**config.mk**
```make
export PLATFORM = sky130hd
export DESIGN_NAME = outperiph_fifo
export DESIGN_NICKNAME = d
export VERILOG_FILES = /design/src/rtl/outperiph_fifo.sv
export SDC_FILE = /design/constraint.sdc
export NUM_CORES = 1
export LEC_CHECK = 0
export BUFFER_PORTS_ARGS = -buffer_cell sky130_fd_sc_hd__buf_4
export CAP_MARGIN = 10
export CORE_UTILIZATION = 40
export CTS_CLUSTER_SIZE = 40
export DETAILED_ROUTE_END_ITERATION = 6
export PLACE_DENSITY_LB_ADDON = 0.15
export SYNTH_ARGS = -nofsm -noshare
export SYNTH_HDL_FRONTEND = slang
export SYNTH_SLANG_ARGS = --single-unit
```
**constraint.sdc**
```tcl
create_clock -name clk -period 5.2 [get_ports clk]
set_clock_uncertainty 0.15 [all_clocks]
set_input_delay 0.52 -clock clk [delete_from_list [all_inputs] [get_ports clk]]
set_output_delay 0.52 -clock clk [all_outputs]
set_load 0.02 [all_outputs]
```
**src/rtl/outperiph_fifo.sv**
```systemverilog
// Memory-mapped output FIFO: CPU stores to DATA push bytes, head drains over tx_valid/tx_ready.
// Latency: a push at edge N is visible on tx_valid/tx_data after edge N; pop at N+1 earliest.
// Backpressure: tx_ready low holds the head; pushes to a full FIFO are dropped and counted.
module outperiph_fifo #(
  parameter logic [31:0] BASE_ADDR = 32'h0003_4560,
  parameter int          DATA_W    = 8,
  parameter int          DEPTH     = 16,
  parameter int          CNT_W     = 32
) (
  input  logic              clk,
  input  logic              reset,
  input  logic [31:0]       daddr,
  input  logic [31:0]       dwdata,
  input  logic [3:0]        dwe,
  output logic [31:0]       drdata,
  output logic              tx_valid,
  output logic [DATA_W-1:0] tx_data,
  input  logic              tx_ready
);

  localparam int AW = (DEPTH > 1) ? $clog2(DEPTH) : 1;
  localparam int LW = AW + 1;
  localparam logic [LW-1:0]    DEPTH_L = LW'(DEPTH);
  localparam logic [AW-1:0]    PTR_ONE = AW'(1);
  localparam logic [LW-1:0]    LVL_ONE = LW'(1);
  localparam logic [CNT_W-1:0] CNT_ONE = CNT_W'(1);

  localparam logic [31:0] A_DATA   = BASE_ADDR;
  localparam logic [31:0] A_STATUS = BASE_ADDR + 32'h4;
  localparam logic [31:0] A_DROP   = BASE_ADDR + 32'h8;
  localparam logic [31:0] A_CTRL   = BASE_ADDR + 32'hC;

  logic [DATA_W-1:0] mem [DEPTH];
  logic [AW-1:0]     wr_ptr, rd_ptr;
  logic [LW-1:0]     level;
  logic [CNT_W-1:0]  acc_cnt, drop_cnt;
  logic              drop_sticky, drain_en;

  logic wr, wr_data, wr_status, wr_drop, wr_ctrl;
  logic full, empty, push_ok, push_drop, pop, flush;
  logic unused_wdata;

  assign wr        = |dwe;
  assign wr_data   = wr && (daddr == A_DATA);
  assign wr_status = wr && (daddr == A_STATUS);
  assign wr_drop   = wr && (daddr == A_DROP);
  assign wr_ctrl   = wr && (daddr == A_CTRL);

  // Fullness is judged on the pre-cycle level, so a pop never makes room for a same-cycle push.
  assign full      = (level == DEPTH_L);
  assign empty     = (level == '0);
  assign push_ok   = wr_data && !full;
  assign push_drop = wr_data && full;
  assign tx_valid  = !empty && drain_en;
  assign tx_data   = mem[rd_ptr];
  assign pop       = tx_valid && tx_ready;
  assign flush     = wr_ctrl && dwdata[0];

  assign unused_wdata = ^dwdata;

  always_ff @(posedge clk) begin
    if (reset && push_ok)
      mem[wr_ptr] <= dwdata[DATA_W-1:0];
  end

  always_ff @(posedge clk) begin
    if (!reset) begin
      wr_ptr      <= '0;
      rd_ptr      <= '0;
      level       <= '0;
      acc_cnt     <= '0;
      drop_cnt    <= '0;
      drop_sticky <= 1'b0;
      drain_en    <= 1'b1;
    end else begin
      // A flush swallows any concurrent pop; that entry counts as consumed.
      if (flush) begin
        wr_ptr <= '0;
        rd_ptr <= '0;
        level  <= '0;
      end else begin
        if (push_ok) wr_ptr <= wr_ptr + PTR_ONE;
        if (pop)     rd_ptr <= rd_ptr + PTR_ONE;
        case ({push_ok, pop})
          2'b10:   level <= level + LVL_ONE;
          2'b01:   level <= level - LVL_ONE;
          default: level <= level;
        endcase
      end
      if (push_ok) acc_cnt <= acc_cnt + CNT_ONE;
      if (push_drop) begin
        drop_sticky <= 1'b1;
        if (drop_cnt != '1) drop_cnt <= drop_cnt + CNT_ONE;
      end
      if (wr_status) drop_sticky <= 1'b0;
      if (wr_drop)   drop_cnt    <= '0;
      if (wr_ctrl)   drain_en    <= dwdata[1];
    end
  end

  always_comb begin
    drdata = '0;
    case (daddr)
      A_DATA: drdata = 32'(acc_cnt);
      A_STATUS: begin
        drdata[LW-1:0] = level;
        drdata[16]     = empty;
        drdata[17]     = full;
        drdata[18]     = drop_sticky;
        drdata[19]     = drain_en;
      end
      A_DROP: drdata = 32'(drop_cnt);
      A_CTRL: drdata = {30'b0, drain_en, 1'b0};
      default: drdata = '0;
    endcase
  end

endmodule

```
Word-level counts from Yosys, hierarchy flattened:

Memory sizes are Yosys's and may differ from the RTL's. A register that Yosys moved wholly into a read port is not among the register bits.
Index checks and enable logic that the tools add are counted.

* register bits: 79
* RAM bits: 128
* bits of input ports: 71
* output and inout bits: 41
* word-level logic and storage cells: 51
* memories kept: 1

Memories
* mem: words 16, bits a word 8, read ports 1, clocked after memory_dff 1, wr ports 1, line 33 `logic [DATA_W-1:0] mem [DEPTH];`

* $add $sub $neg: 6
* eq/ne operators: 8
* multiplexer cells: 9
* bitwise logic cells: 1
* reductions and logical operators: 19

Operator list (number)
* $eq 32x18->1 const B: 4
* $add 32x1->32 const B: 2
* $ne 32x32->1 const B: 1
* $pmux 12 s2: 1
* $pmux 11 s2: 1
* $pmux 5 s4: 1
* $pmux 4 s3: 1
* $logic_and 1x1->1: 10
* $pmux 5 s2: 1
* $add 4x1->4 const B: 2
* $mux 4: 2
* $reduce_or 2->1: 3
* $add 5x1->5 const B: 1
* $eq 5x5->1 const B: 1
* $logic_not 5->1: 1
* $sub 5x1->5 const B: 1
* $reduce_or 4->1: 1
* $eq 2x1->1 const B: 1
* $eq 2x2->1 const B: 1
* $logic_not 1->1: 2
* $mux 1: 2
* $reduce_and 2->1: 1
* $reduce_bool 2->1: 1
* $not 1->1: 1

Longest topological paths before layout:

Gate-level depths: netlist of run 1.

* depth after elaboration: 6
* gate-level depth with buffers: 12
* depth with buffers taken out: 12

Worst setup path after synthesis of run 1:

Ideal clock, no wire load.

* path type: input-to-reg
* start: in daddr[26]
* end: reg level[4]
* setup time: 70 ps
* arrival: 3123 ps
* required time: 4980 ps
* slack: 1857 ps
* cell stages on the path: 12
* buffers on the path: 0
* cell sequence: nor4_2 -> nand4_1 -> nor3_1 -> nand2_1 -> ha_1 -> xor2_1 -> ha_1 -> a211o_1 -> a21oi_1 -> a221oi_1 -> or3_1 -> a21oi_1

* word-level cells in the longest chain between the ends: 5
* elaborated cells on any way between the ends: 11
* classes of those cells: 4 x eq/ne; 1 x mux; 6 x reduce/logical

RTL lines
* start, declared: line 12 `input logic [31:0] daddr,`
* $eq 32x18->1: line 44 `assign wr_data = wr && (daddr == A_DATA);`
* $logic_and 1x1->1: line 44
* $logic_and 1x1->1: line 52 `assign push_ok = wr_data && !full;`
* $eq 2x1->1 or $eq 2x2->1 (tied branches): line 84 `case ({push_ok, pop})`
* $pmux 5 s2 or $reduce_bool 2->1 (tied branches)
* end signal, assigned: line 85 `2'b10: level <= level + LVL_ONE;`
* end signal, assigned: line 86 `2'b01: level <= level - LVL_ONE;`
* end signal, assigned: line 87 `default: level <= level;`
* end, declared: line 35 `logic [LW-1:0] level;`

Several ways; a longest one is shown, not always the timed one.
A chain may end at the register's enable or synchronous reset.

==> impl_metrics.csv, run 1 <==
group,metric,value,unit
detailed_routing,vias_per_cell,5.85,
logic_synthesis,ys_seq_elements,211,
power_and_ir_drop,power.leakage,0.00392,µW
cells_and_area,layout-area-overhead-vs-synth,17.2,%
logic_synthesis,ys_async_sr_fraction,0,
cells_and_area,drive_gt1_frac,0.213,
logic_synthesis,synth-simple-area-share,0.178,
logic_synthesis,ys_seq_area_frac,0.558,
worst_setup_path,critical_path_class,"register to output port",
cells_and_area,final-seq-area,5510,µm²
worst_setup_path,endpoint_kind,"output port",
floorplanning,die_h,159,µm
global_route,grt_pass1_vias,7023,
global_route,grt_max_degree,56,
cells_and_area,fin_area,11600,µm²
logic_synthesis,synth_nets,874,
timing,drv_slew,0,
detailed_routing,drcViolationCount,0,
logic_synthesis,synthAdderAreaFrac,0.0139,
power_and_ir_drop,p_sw,719,µW
global_route,grt_pass1_wl,38900,µm
logic_synthesis,synth_compound_area_frac,0.0883,
cts,insertion_delay,0.51,ns
worst_setup_path,crit_chain,"buf_4, mux4_2, mux4_2, buf_4",
timing,setup_violations,0,
logic_synthesis,synth_flop_cell,"edfxtp_1",
worst_setup_path,critPathLaunchType,"register",
cells_and_area,final_cells,1205,
logic_synthesis,synthMuxAreaShare,0.120,
detailed_routing,drt_wl_total,24300,µm
logic_synthesis,synthXorXnorAreaFrac,0.0142,
power_and_ir_drop,intPower,2740,µW
cts,clock_sinks,211,
logic_synthesis,synth_top_family_by_area,"simple AND/OR/NAND/NOR gates",
power_and_ir_drop,powerDensity,299,nW/µm²
worst_setup_path,arrival,3.00,ns
timing,tightest_slew,1.21,ns
timing,hold_viol,0,
detailed_routing,wire_per_inst,20.2,µm
cts,cts_setup_buffers,0,
logic_synthesis,ys.warnings.count,0,
cts,cts-resized-gates,0,
timing,fmax,272,MHz
cts,clock_tree.buffer_depth,3,
floorplanning,dieArea,25300,µm²
cts,cts_root_buf,"clkbuf_16",
flow_run,maxCapViolCount,0,
floorplanning,fp-row-count,57,
cells_and_area,antenna_cells,0,
logic_synthesis,netlist_area,9870,µm²
placed_design,gp_congestion,0.848,
cts,cts_buffers,23,
placed_design,dp_hpwl,16500,µm
floorplanning,start_util,0.407,
timing,period_needed,3.67,ns
detailed_routing,drtPass1Iterations,5,
cells_and_area,fill_cells,2170,
placed_design,dp.cells,1162,
cts,cts_hold_buffers,0,
cts,ctsHtreeMaxLevel,1,
detailed_routing,num_vias,7051,
timing,slew_headroom,0.194,
global_route,antenna_found_initial,0,
timing,rsz0062_at_grt,"false",
worst_setup_path,worst-path-buf-inv,2,
global_route,grt_overflow_total,0,
worst_setup_path,path_max_fanout,25,
power_and_ir_drop,switching_share,0.208,
detailed_routing,first_iter_violations,495,
floorplanning,core,24200,µm²
placed_design,placed_area,10800,µm²
worst_setup_path,crit_required,4.53,ns
cells_and_area,nets,946,
timing,finalSetupTns,0,ns
placed_design,numPortBuffers,87,
logic_synthesis,synthDistinctLibCells,59,
worst_setup_path,cp_slowest_cell,"dfxtp_2",
power_and_ir_drop,comb_power_share,0.021,
cells_and_area,utilization,0.477,
logic_synthesis,synthCells,792,
cells_and_area,multiInputGateArea,4100,µm²
logic_synthesis,synth-edff-count,128,
worst_hold_path,hold_path_class,"input port to register",
power_and_ir_drop,ir_drop,0.205,mV
global_route,grt_usage,0.193,
floorplanning,die_w,159,µm
cts,path_clk_slew,0.06,ns
timing,period_share,0.706,
power_and_ir_drop,clkPwrFrac,0.467,
detailed_routing,ant_nets,0,
worst_setup_path,critPathTopFamily,"multiplexers",
timing,hold_ws,0.161,ns
worst_setup_path,critical_path.max_stage_delay,0.92,ns
run_status,status,"complete, no violations",
power_and_ir_drop,p_seq_frac,0.512,
logic_synthesis,avgSynthCellArea,12.5,µm²
cts,cts_tree,"yes",
floorplanning,pin_count,112,
==> worst reg2reg max path, cell delays in order (launching register included) <==
cell and delay [ns]:
dfxtp_1 0.41, or4_1 0.57, o211a_1 0.34, ha_1 0.33
xor2_1 0.18, ha_1 0.22, a211o_1 0.28, a21oi_1 0.14
a221oi_1 0.07, or3_1 0.32, a21oi_1 0.14
==> cells in the mapped netlist, drive strengths merged (26+ instances only) <==
| cell type | instances | area, µm² |
|---|---|---|
| a21oi | 39 | 195 |
| dfxtp | 83 | 1660 |
| nor2 | 43 | 161 |
| edfxtp | 128 | 3840 |
| or4 | 33 | 248 |
| nand4 | 36 | 240 |
| mux2i | 28 | 280 |
| o31ai | 26 | 195 |
| nand3 | 29 | 145 |
| clkbuf | 34 | 128 |
| nand2 | 56 | 210 |
| mux4 | 40 | 901 |
==> through the flow <==
step                setup slack (ns)  total power (µW)
floorplan                       1.86              1830
global placement                1.28              1880
detailed placement              1.13              1880
CTS                             1.41              3480
global route                    1.31              3560
finish                          1.53              3450
==> area by class of cell <==
cell class | count | area share
sequential | 211 | 0.476
multi-input combinational | 516 | 0.355
timing repair buffer | 93 | 0.0621
clock buffer | 29 | 0.0590
tap | 324 | 0.0351
clock inverter | 13 | 0.00649
inverter | 19 | 0.00617
==> final timing paths <==
| kind | slack (ns) | endpoint | start | depth (start not counted) |
|---|---|---|---|---|
| setup / recovery | 1.53 | tx_data[4] | register | 4 |
| hold / removal | 0.16 | mem[7][6] | dwdata[6] | 1 |
| setup reg to reg | 1.97 | level[4] | level[1] | 10 |
| hold reg to reg | 0.33 | drop_sticky | drop_sticky | 2 |
==> layer usage <==
layer	vias to the layer above	part of all wire	track usage
met5	-	0	0
met4	0	0.017	0.0481
met3	31	0.049	0.0297
met2	190	0.49	0.326
met1	3549	0.44	0.261
li1	3281	-	-
==> power by group through the flow <==
stage / Clock [µW] / Combinational, µW / Sequential [µW]
after global placement: 0 / 69.2 / 1810
after detailed placement: 0 / 73.1 / 1810
after CTS: 1640 / 73.3 / 1770
after global routing: 1710 / 80.2 / 1770
final: 1610 / 72.7 / 1770
after floorplan: 0 / 25.0 / 1810
==> layout by cell type, fill, tap and decap left out, types with 28 or more instances in the layout <==
master      n
edfxtp_1  128
buf_4      92
dfxtp_1    81
nand2_1    56
nor2_1     42
mux4_2     40
a21oi_1    39
nand4_1    35
or4_1      33
nand3_1    29
mux2i_1    28
==> sequential cells by signal (all words and copies together), names as in the netlist, named ones only <==
name / flops
drain_en: 1
level: 5
rd_ptr: 4
acc_cnt: 32
drop_cnt: 32
drop_sticky: 1
mem: 128
wr_ptr: 4
==> cell families after synthesis <==
logic type | Yosys count
xor+xnor | 16
mux | 68
flops | 211
simple gates | 298
buf+inv | 65
compound gates | 123
fa+ha+maj | 11
(Power assumes the default switching activity.)
==> run 2: changes to the inputs <==
--- a/config.mk
+++ b/config.mk
@@ -5,6 +5,7 @@
 export SDC_FILE = /design/constraint.sdc
 export NUM_CORES = 1
 export LEC_CHECK = 0
+export ABC_AREA = 1
 export BUFFER_PORTS_ARGS = -buffer_cell sky130_fd_sc_hd__buf_4
 export CAP_MARGIN = 10
 export CORE_UTILIZATION = 40
==> constraint.sdc (replaced) <==
create_clock -name clk -period 3 [get_ports clk]
set_clock_uncertainty 0.15 [all_clocks]
set_input_delay 0.3 -clock clk [delete_from_list [all_inputs] [get_ports clk]]
set_output_delay 0.3 -clock clk [all_outputs]
set_load 0.02 [all_outputs]
==> impl_metrics.csv, run 2 <==
group,metric,value,unit
run_status,status,"complete, no violations",
worst_setup_path,crit_chain,"nor2_1, nand2_1, nor2_1, inv_1, nand2_1, inv_1, nand2_1, inv_1, ha_1, xor2_1, ha_1, a21o_1, nand3_1, nand2_1, xor2_1, nand2_1, a21oi_1",
worst_setup_path,endpoint_kind,"register",
logic_synthesis,ys_top_cells_by_count,"nand2_1 (340), nor2_1 (156), inv_1 (129)",
logic_synthesis,synthXorXnorAreaFrac,0.0270,
cts,clock_tree.buffer_depth,3,
timing,setup_violations,0,
worst_setup_path,path_max_fanout,4,
timing,tightest_slew,0.855,ns
cells_and_area,largest_register_ffs,128,
cts,cts_tree,"yes",
power_and_ir_drop,powerDensity,568,nW/µm²
cts,cts_setup_buffers,0,
detailed_routing,drcViolationCount,0,
timing,finalSetupTns,0,ns
floorplanning,start_util,0.409,
timing,fmax,370,MHz
logic_synthesis,ys_async_sr_fraction,0,
cells_and_area,layout_commonest_cell,"nand2_1",
worst_setup_path,crit_end,"level[4]",
cells_and_area,final_cells,1798,
logic_synthesis,synthDistinctLibCells,42,
logic_synthesis,synth_top_cell_by_area,"edfxtp_1",
worst_setup_path,reg2reg_from,"level[2]",
worst_setup_path,crit_required,3.29,ns
logic_synthesis,yosysMostFrequentCell,"nand2_1",
floorplanning,dieArea,28200,µm²
cts,ctsHtreeMaxLevel,1,
detailed_routing,num_vias,9116,
cells_and_area,fin_area,13000,µm²
floorplanning,fp-row-count,60,
worst_setup_path,arrival,2.99,ns
logic_synthesis,synth_flop_cell,"edfxtp_1",
cells_and_area,utilization,0.481,
detailed_routing,ant_nets,0,
global_route,grt_max_degree,53,
logic_synthesis,ys.warnings.count,0,
global_route,grt_pass1_wl,47700,µm
logic_synthesis,netlist_area,11000,µm²
power_and_ir_drop,power.leakage,0.00480,µW
placed_design,dp.cells,1744,
logic_synthesis,synth-edff-count,128,
detailed_routing,first_iter_violations,558,
cts,cts_buffers,24,
cts,clock_sinks,211,
global_route,grt_pass1_vias,8881,
floorplanning,pin_count,112,
logic_synthesis,synthMuxAreaShare,0.0291,
worst_setup_path,worstReg2RegEnd,"level[4]",
global_route,grt_usage,0.216,
floorplanning,core,27000,µm²
cts,cts_hold_buffers,9,
worst_setup_path,critPathLaunchType,"register",
timing,rsz0062_at_grt,"false",
timing,period_needed,2.71,ns
cells_and_area,layout-area-overhead-vs-synth,17.8,%
logic_synthesis,synthTopCellsByArea,"edfxtp_1 (35%), dfxtp_1 (15%), nand2_1 (12%)",
worst_setup_path,startpoint,"level[2]",
logic_synthesis,synthAdderAreaFrac,0.0125,
floorplanning,die_w,168,µm
floorplanning,die_h,168,µm
logic_synthesis,synthCells,1333,
cells_and_area,final_cell_mix,"nand2_1 (340), nor2_1 (156), inv_1 (129)",
cts,path_clk_slew,0.06,ns
cells_and_area,reg_top3,"mem (128), acc_cnt (32), drop_cnt (32)",
detailed_routing,wire_per_inst,16.9,µm
cts,insertion_delay,0.53,ns
timing,hold_viol,0,
logic_synthesis,synth_compound_area_frac,0.112,
power_and_ir_drop,ir_drop,0.379,mV
worst_setup_path,r2r_cells,17,
detailed_routing,vias_per_cell,5.07,
global_route,antenna_found_initial,1,
placed_design,placed_area,12100,µm²
worst_setup_path,critical_path.max_stage_delay,0.40,ns
cells_and_area,fill_cells,2659,
flow_run,maxCapViolCount,0,
logic_synthesis,ys_seq_area_frac,0.500,
cells_and_area,nets,1520,
logic_synthesis,ys_seq_elements,211,
cells_and_area,drive_gt1_frac,0.133,
worst_setup_path,cp_slowest_cell,"dfxtp_1",
worst_hold_path,hold_path_class,"input port to register",
timing,slew_headroom,0.430,
detailed_routing,drtPass1Iterations,5,
cts,cts-resized-gates,0,
cts,cts_root_buf,"clkbuf_16",
global_route,grt_overflow_total,0,
logic_synthesis,synth_nets,1415,
logic_synthesis,synth_top_family_by_area,"simple AND/OR/NAND/NOR gates",
worst_setup_path,rrSetupSlack,0.29,ns
logic_synthesis,synth_top_area_share,0.349,
cells_and_area,regMostFlops,"mem",
logic_synthesis,synth-simple-area-share,0.249,
worst_setup_path,crit_top_cell,"nand2_1",
worst_setup_path,critical_path_class,"register to register",
worst_hold_path,hp-start,"tx_ready",
placed_design,dp_hpwl,21800,µm
detailed_routing,drt_wl_total,30300,µm
placed_design,gp_congestion,0.917,
logic_synthesis,avgSynthCellArea,8.26,µm²
placed_design,numPortBuffers,87,
timing,drv_slew,0,
timing,period_share,0.902,
## run 2: cell count changes in the layout (fill, tap and decap cells not counted), moves of 26 or more
cell / previous run / this run
mux4_2: 40 / 0
nand3_1: 29 / 86
o31ai_1: 26 / 0
o211ai_1: 0 / 37
nor2_1: 42 / 156
nand4_1: 35 / 6
inv_1: 19 / 129
o21ai_0: 8 / 61
nand2_1: 56 / 340
or4_1: 33 / 0
buf_4: 92 / 119
a21oi_1: 39 / 106
## run 2: report_power, final
part	leakage, µW	switching, µW	internal [µW]
combinational	0.00259	762	484
sequential	0.00182	60.2	3110
clock	0.000392	1200	1750
total	0.00480	2020	5340
## run 2: critical path, delay by kind of cell, from the launching register on
kind                       cells  cell delay (ns)
AOI/OAI and AO/OA              2             0.25
xor gates and xnor gates       2             0.37
adders and majority gates      2             0.46
buffers and inverters          3             0.27
DFF                            1             0.40
and+or+nand+nor                8             0.72
## run 2: cell type report
type / instances / area, µm² / area share
tap: 341 / 427 / 0.0329
inverter: 135 / 507 / 0.0391
multi-input combinational: 937 / 4730 / 0.365
timing repair buffer: 129 / 1000 / 0.0774
clock inverter: 17 / 169 / 0.0130
clock buffer: 27 / 622 / 0.0479
antenna: 1 / 2.50 / 0.000193
sequential: 211 / 5510 / 0.425
## run 2: cells by family (layout without fill, tap and decap cells)
family	count (synthesis)	count (layout)
muxes	32	32
AOI/OAI and AO/OA	219	219
adders and majority gates	11	11
buffers and inverters	185	308
other	0	1
DFF	211	211
xor gates and xnor gates	34	34
and+or+nand+nor	641	641
## run 2: worst min path at each step
stage             endpoint  slack, ns  cells past startpoint
2_1_floorplan    mem[0][0]       0.25                      0
3_3_place_gp   drop_sticky       0.30                      2
3_5_place_dp   drop_sticky       0.30                      2
4_1_cts          rd_ptr[3]       0.03                      4
5_1_grt          rd_ptr[3]       0.05                      4
6_report         rd_ptr[3]       0.05                      4
## run 2: per-stage QoR
step                hold WS (ns)  total power, µW  worst slack [ns]
floorplan                  0.249             4040             0.446
global placement           0.299             4460             0.390
detailed placement         0.303             4480             0.355
CTS                       0.0256             7450             0.265
global route              0.0515             7690            0.0252
finish                    0.0461             7360             0.294
## run 2: routing by layer
layer  track usage  part of all wire
met3        0.0313             0.049
met2         0.380              0.48
met4        0.0810             0.035
met1         0.269              0.43
met5             0                 0
